[config.mk]
export PLATFORM = sky130hd
export DESIGN_NAME = fpga_input
export DESIGN_NICKNAME = d
export VERILOG_FILES = /design/src/rtl/fpga_game_pkg.sv /design/src/rtl/debounce.sv /design/src/rtl/fpga_input.sv
export SDC_FILE = /design/constraint.sdc
export NUM_CORES = 1
export LEC_CHECK = 0
export CAP_MARGIN = 20
export CORE_ASPECT_RATIO = 0.75
export CORE_MARGIN = 2
export CORE_UTILIZATION = 28
export DETAILED_ROUTE_END_ITERATION = 10
export PLACE_DENSITY = 0.49
export SYNTH_ARGS = -nofsm -noshare
export SYNTH_HDL_FRONTEND = slang
export SYNTH_HIERARCHICAL = 1
export SYNTH_SLANG_ARGS = --single-unit
[constraint.sdc]
create_clock -name CLOCK_50 -period 3.7 [get_ports CLOCK_50]
set_input_delay 0.74 -clock CLOCK_50 [delete_from_list [all_inputs] [get_ports CLOCK_50]]
set_output_delay 0.74 -clock CLOCK_50 [all_outputs]
set_load 0.02 [all_outputs]
[src/rtl/fpga_game_pkg.sv]
// Shared constants, selection FSM encoding and one-hot helpers for the game input front end.
package fpga_game_pkg;

    localparam int unsigned DEBOUNCE_CYCLES_DEF = 500000;

    localparam int unsigned KEY_SELECT = 0;
    localparam int unsigned KEY_START  = 1;
    localparam int unsigned KEY_QUIT   = 3;

    localparam int unsigned NUM_TILES   = 10;
    localparam int unsigned TILE_IDX_W  = 4;

    typedef enum logic [0:0] {
        StIdle    = 1'b0,
        StPending = 1'b1
    } sel_state_e;

    function automatic logic is_onehot(input logic [NUM_TILES-1:0] v);
        int unsigned n;
        n = 0;
        for (int i = 0; i < NUM_TILES; i++) begin
            n += 32'(v[i]);
        end
        return (n == 1);
    endfunction

    function automatic logic [TILE_IDX_W-1:0] onehot_index(input logic [NUM_TILES-1:0] v);
        logic [TILE_IDX_W-1:0] idx;
        idx = '0;
        for (int i = 0; i < NUM_TILES; i++) begin
            if (v[i]) idx = TILE_IDX_W'(i);
        end
        return idx;
    endfunction

endpackage

[src/rtl/debounce.sv]
// Single-bit two-flop synchronizer followed by a stability counter; the accepted
// level only flips after DEBOUNCE_CYCLES consecutive cycles of disagreement.
module debounce #(
    parameter int unsigned DEBOUNCE_CYCLES = 4,
    parameter logic        RESET_VAL       = 1'b0
) (
    input  logic clk_i,
    input  logic rst_i,
    input  logic din_i,
    output logic dout_o
);

    localparam int unsigned CntW = (DEBOUNCE_CYCLES > 1) ? $clog2(DEBOUNCE_CYCLES) : 1;
    localparam logic [CntW-1:0] CntMax = CntW'(DEBOUNCE_CYCLES - 1);

    logic            sync1_q, sync2_q;
    logic            acc_q, acc_d;
    logic [CntW-1:0] cnt_q, cnt_d;

    always_ff @(posedge clk_i or posedge rst_i) begin
        if (rst_i) begin
            sync1_q <= RESET_VAL;
            sync2_q <= RESET_VAL;
            acc_q   <= RESET_VAL;
            cnt_q   <= '0;
        end else begin
            sync1_q <= din_i;
            sync2_q <= sync1_q;
            acc_q   <= acc_d;
            cnt_q   <= cnt_d;
        end
    end

    // Any agreement between input and accepted level restarts the stability count.
    always_comb begin
        acc_d = acc_q;
        cnt_d = '0;
        if (sync2_q != acc_q) begin
            if (cnt_q == CntMax) begin
                acc_d = sync2_q;
            end else begin
                cnt_d = cnt_q + 1'b1;
            end
        end
    end

    assign dout_o = acc_q;

endmodule

[src/rtl/fpga_input.sv]
// Board input conditioning (debounced keys, switches) and tile-selection handshake.
// Define SW_DEBOUNCE_EN to debounce the slide switches as well as the keys.
module fpga_input
    import fpga_game_pkg::*;
#(
    parameter int unsigned DEBOUNCE_CYCLES = DEBOUNCE_CYCLES_DEF
) (
    input  logic                  CLOCK_50,
    input  logic                  reset,
    input  logic [3:0]            KEY,
    input  logic [NUM_TILES-1:0]  SW,
    output logic [3:0]            key_press,
    output logic [NUM_TILES-1:0]  sw_state,
    output logic                  tile_valid,
    output logic [TILE_IDX_W-1:0] tile_index,
    input  logic                  tile_ack,
    output logic                  sel_error,
    output logic                  overrun,
    output logic                  userquit
);

    logic [3:0] key_acc;
    logic [3:0] key_prev_q;
    logic [3:0] key_press_q;

    for (genvar i = 0; i < 4; i++) begin : g_key_db
        debounce #(
            .DEBOUNCE_CYCLES(DEBOUNCE_CYCLES),
            .RESET_VAL      (1'b1)
        ) u_key_db (
            .clk_i (CLOCK_50),
            .rst_i (reset),
            .din_i (KEY[i]),
            .dout_o(key_acc[i])
        );
    end

`ifdef SW_DEBOUNCE_EN
    for (genvar i = 0; i < NUM_TILES; i++) begin : g_sw_db
        debounce #(
            .DEBOUNCE_CYCLES(DEBOUNCE_CYCLES),
            .RESET_VAL      (1'b0)
        ) u_sw_db (
            .clk_i (CLOCK_50),
            .rst_i (reset),
            .din_i (SW[i]),
            .dout_o(sw_state[i])
        );
    end
`else
    logic [NUM_TILES-1:0] sw_sync1_q, sw_sync2_q;

    always_ff @(posedge CLOCK_50 or posedge reset) begin
        if (reset) begin
            sw_sync1_q <= '0;
            sw_sync2_q <= '0;
        end else begin
            sw_sync1_q <= SW;
            sw_sync2_q <= sw_sync1_q;
        end
    end

    assign sw_state = sw_sync2_q;
`endif

    // Keys are active-low, so a press is a falling edge of the accepted level.
    always_ff @(posedge CLOCK_50 or posedge reset) begin
        if (reset) begin
            key_prev_q  <= 4'hF;
            key_press_q <= 4'h0;
        end else begin
            key_prev_q  <= key_acc;
            key_press_q <= key_prev_q & ~key_acc;
        end
    end

    assign key_press = key_press_q;
    assign userquit  = key_press_q[KEY_QUIT];

    sel_state_e            state_q, state_d;
    logic [TILE_IDX_W-1:0] tile_index_q;
    logic                  sel_press;
    logic                  sw_onehot;
    logic                  load;

    assign sel_press = key_press_q[KEY_SELECT];
    assign sw_onehot = is_onehot(sw_state);

    always_ff @(posedge CLOCK_50 or posedge reset) begin
        if (reset) begin
            state_q      <= StIdle;
            tile_index_q <= '0;
        end else begin
            state_q <= state_d;
            if (load) tile_index_q <= onehot_index(sw_state);
        end
    end

    // An ack coinciding with a press frees the slot first, so the press is judged as from idle.
    always_comb begin
        state_d = state_q;
        unique case (state_q)
            StIdle:    if (sel_press && sw_onehot) state_d = StPending;
            StPending: if (tile_ack) state_d = (sel_press && sw_onehot) ? StPending : StIdle;
            default:   state_d = StIdle;
        endcase
    end

    always_comb begin
        load      = 1'b0;
        sel_error = 1'b0;
        overrun   = 1'b0;
        unique case (state_q)
            StIdle: begin
                if (sel_press) begin
                    load      = sw_onehot;
                    sel_error = ~sw_onehot;
                end
            end
            StPending: begin
                if (sel_press) begin
                    if (tile_ack) begin
                        load      = sw_onehot;
                        sel_error = ~sw_onehot;
                    end else begin
                        overrun = 1'b1;
                    end
                end
            end
            default: ;
        endcase
    end

    assign tile_valid = (state_q == StPending);
    assign tile_index = tile_index_q;

endmodule

==> metrics.txt, run 1 <==
ys flop type=dfrtp_1; reg2reg end=tile_index[0]$_DFFE_PP0P_; TritonCTS clock tree=yes; flops & latches, synth=121; CTS Buffer Depth=2; total power=3.32 mW; FFs w/ async S/R, synth=between 90% and 100%; post-route ant nets=0; most common cell after layout, fill and taps aside=dfrtp_1; CTS sink cnt=121; failing checks=design-rule violations, negative setup slack; peak supply drop=0.000306 V; drt pass-1 iters=8; setup slack, reg-to-reg=-0.08 ns; Worst Reg-to-Reg Cells=13; most frequent cells in the layout=dfrtp_1, nor2_1, clkdlybuf4s50_1, xor2_1; Least-Margin Pin Slew=roughly 0.92 ns; FMAX=228 MHz; post-DP HPWL=~8 mm; start point of the critical path=sw_state[1]$_DFF_PP0_; Worst Path Arrival=approximately 3.6 ns; Hold Path Cell Cnt=0; element type at the critical path end=primary output; met1 GRT Util=around 16%; busiest layer in global routing=met2; H-tree Lvls=4; Area Growth Syn to Fin=22.8%; placed instance count=~780; Final TNS setup=-0.981 ns; Syn. warnings=6; Post-Route WL=about 11 mm; Min-Delay Path Class=register to register; Synth cell types=44; register name with the most flops=g_key_db.u_key_db/cnt_q; Vias=approximately 3800; Final setup viols=5; routability cong.=0.808; top cells by area, synth=dfrtp_1, dfstp_2, xor2_1, nor2_1, xnor2_1; Synthesized Nets=526; register area share after synthesis=54.4%; total track usage=11.6%; mapped cell area=0.00560 sq mm; total grt overflow=0; period utilization=118%; vias per cell=about 4.6; Min-Delay Endpoint=sw_state[6]$_DFF_PP0_; Pwr Density=~480 mW/mm^2; cts hold-fix bufs=0; starting density of the core=about 29%; final hold vios=0; Avg Cell Area, Syn=roughly 11 sq um; largest net degree at the start of global routing=25; Worst-Skew Late Latency=0.41 ns; CP Max Fanout=2; die height=127 um; Core Util, Final=around a third; Antenna Cells=0; Synth Instances=around 500; initial antenna violation count=0; Core Region=0.0195 sq mm; Final Max Tran Viols=0; register area=a little over 0.003 sq mm; DR iter-0 viols=~190; Std-Cell Rows=44; hold_sp=sw_sync1_q[6]$_DFF_PP0_; Setup CP Type=register to primary output; Synth top area share=a little under half; leak pwr=about 2.9 nW; Setup Skew=0.00629 ns; global-route wire length before repair=19.8 mm; DRC violation count after routing=2; slew margin rel.=roughly two fifths; cell taking the most area after synthesis=dfrtp_1; Worst setup SP type=register; global-route track usage on met2=16.6%; Non-Filler Instances=just over 800; CTS buffer count=17; CP Data Required Time=just under 3 ns; met3 Resource Use GR=3.68%; post-route setup slack=-0.679 ns; Avg WL per Cell=about 14 um; I/O pins=39; port bufs=38; Nets=just under 600; root buffer cell=clkbuf_16; layout cells sized above 1=approximately 16%; status=finished with violations; max-cap viol count=0; vias in the first global route=~3900; fin crit period=4.38 ns; Fill cells=between 1500 and 2000; Worst R2R Start=sw_state[1]$_DFF_PP0_; Worst-path clk slew=0.05 ns; die width=~170 um; Die Area=approximately 0.021 sq mm; area occupied by multi-input gates=0.00237 sq mm; Largest register FFs=76; unrepaired setup endpoints after global routing=true; Post-synth EDFFs=0
## power by group
| part | switching [mW] | total, mW | internal [mW] |
|---|---|---|---|
| registers | 0.0210 | 1.38 | 1.36 |
| clock network | 0.590 | 1.71 | 1.12 |
| logic | 0.130 | 0.229 | 0.0995 |
## synth_stat cells (5+ instances only)
cell type    n
xnor2_1     28
ha_1         6
or4b_1       8
nand2_1     28
nand3_1     28
xor2_1      32
nand4b_1     8
o21ai_0      6
inv_1       17
nor4_1       8
fa_1         6
dfrtp_1    105
and3_1      12
nor2_1      68
nor2b_1      5
nand4_1     16
nor3_1       5
and4_1       8
a21oi_1     15
dfstp_2     16
## critical path: stages (launching register included)
cell and delay [ns]:
dfrtp_2 0.42, fa_1 0.53, fa_1 0.50, inv_1 0.05, fa_1 0.44, inv_2 0.08
ha_4 0.13, inv_2 0.04, fa_2 0.35, a2111o_1 0.34, a21oi_4 0.19, nor2_4 0.04
buf_6 0.12
## layout make-up
class,count,area share [%]
repair buffers,50,6.85
well taps,253,4.60
inverters,17,0.927
clock inverters,13,2.58
multi-input cells,342,34.4
flip-flops and latches,121,44.3
clock buffers,19,6.29
## stage by stage
| stage | setup slack, ns | area [sq um] | hold slack, ns |
|---|---|---|---|
| floorplan | -0.118 | 5630 | 0.331 |
| global placement | -0.652 | 6230 | 0.337 |
| detailed placement | -0.723 | 6230 | 0.337 |
| CTS | -0.828 | 6860 | 0.350 |
| global route | -0.797 | 6880 | 0.357 |
| finish | -0.679 | 6880 | 0.347 |
## timing repair
action / CTS / global route
setup buffers: 1 / 1
gates resized for setup: 9 / 4
pin swaps: 6 / 4
endpoints found under the setup margin: 5 / 5
## worst max path at each step
stage	endpoint	cells past startpoint
2_1_floorplan	sel_error	11
3_3_place_gp	sel_error	12
3_5_place_dp	sel_error	12
4_1_cts	sel_error	12
5_1_grt	sel_error	12
6_report	sel_error	12
## metal layers
metal	vias to the layer above	wire, um
li1	1834	-
met1	1881	5650
met2	47	5000
met3	10	423
met4	0	144
met5	-	0
## logic make-up (layout without fill, tap and decap cells)
kind of cell,count (synthesis),after routing,synth area share (%)
xor+xnor,60,60,9.38
buf+inv,34,99,4.13
simple gates,226,226,22.5
fa+ha+maj,12,12,3.48
mux,8,8,1.88
compound gates,36,36,4.24
flops,121,121,54.4
No activity file was read; power rests on OpenSTA's default activity.
==> run 2: changes to the inputs <==
GPL_ROUTABILITY_DRIVEN = 0   (was default)
==> results of run 2 <==
No change in the layout: final DEF, timing and power equal those of run 1.
==> run 3: changes to the inputs <==
SLEW_MARGIN = 20   (was default)
==> results of run 3 <==
No change in the layout: final DEF, timing and power equal those of run 1.
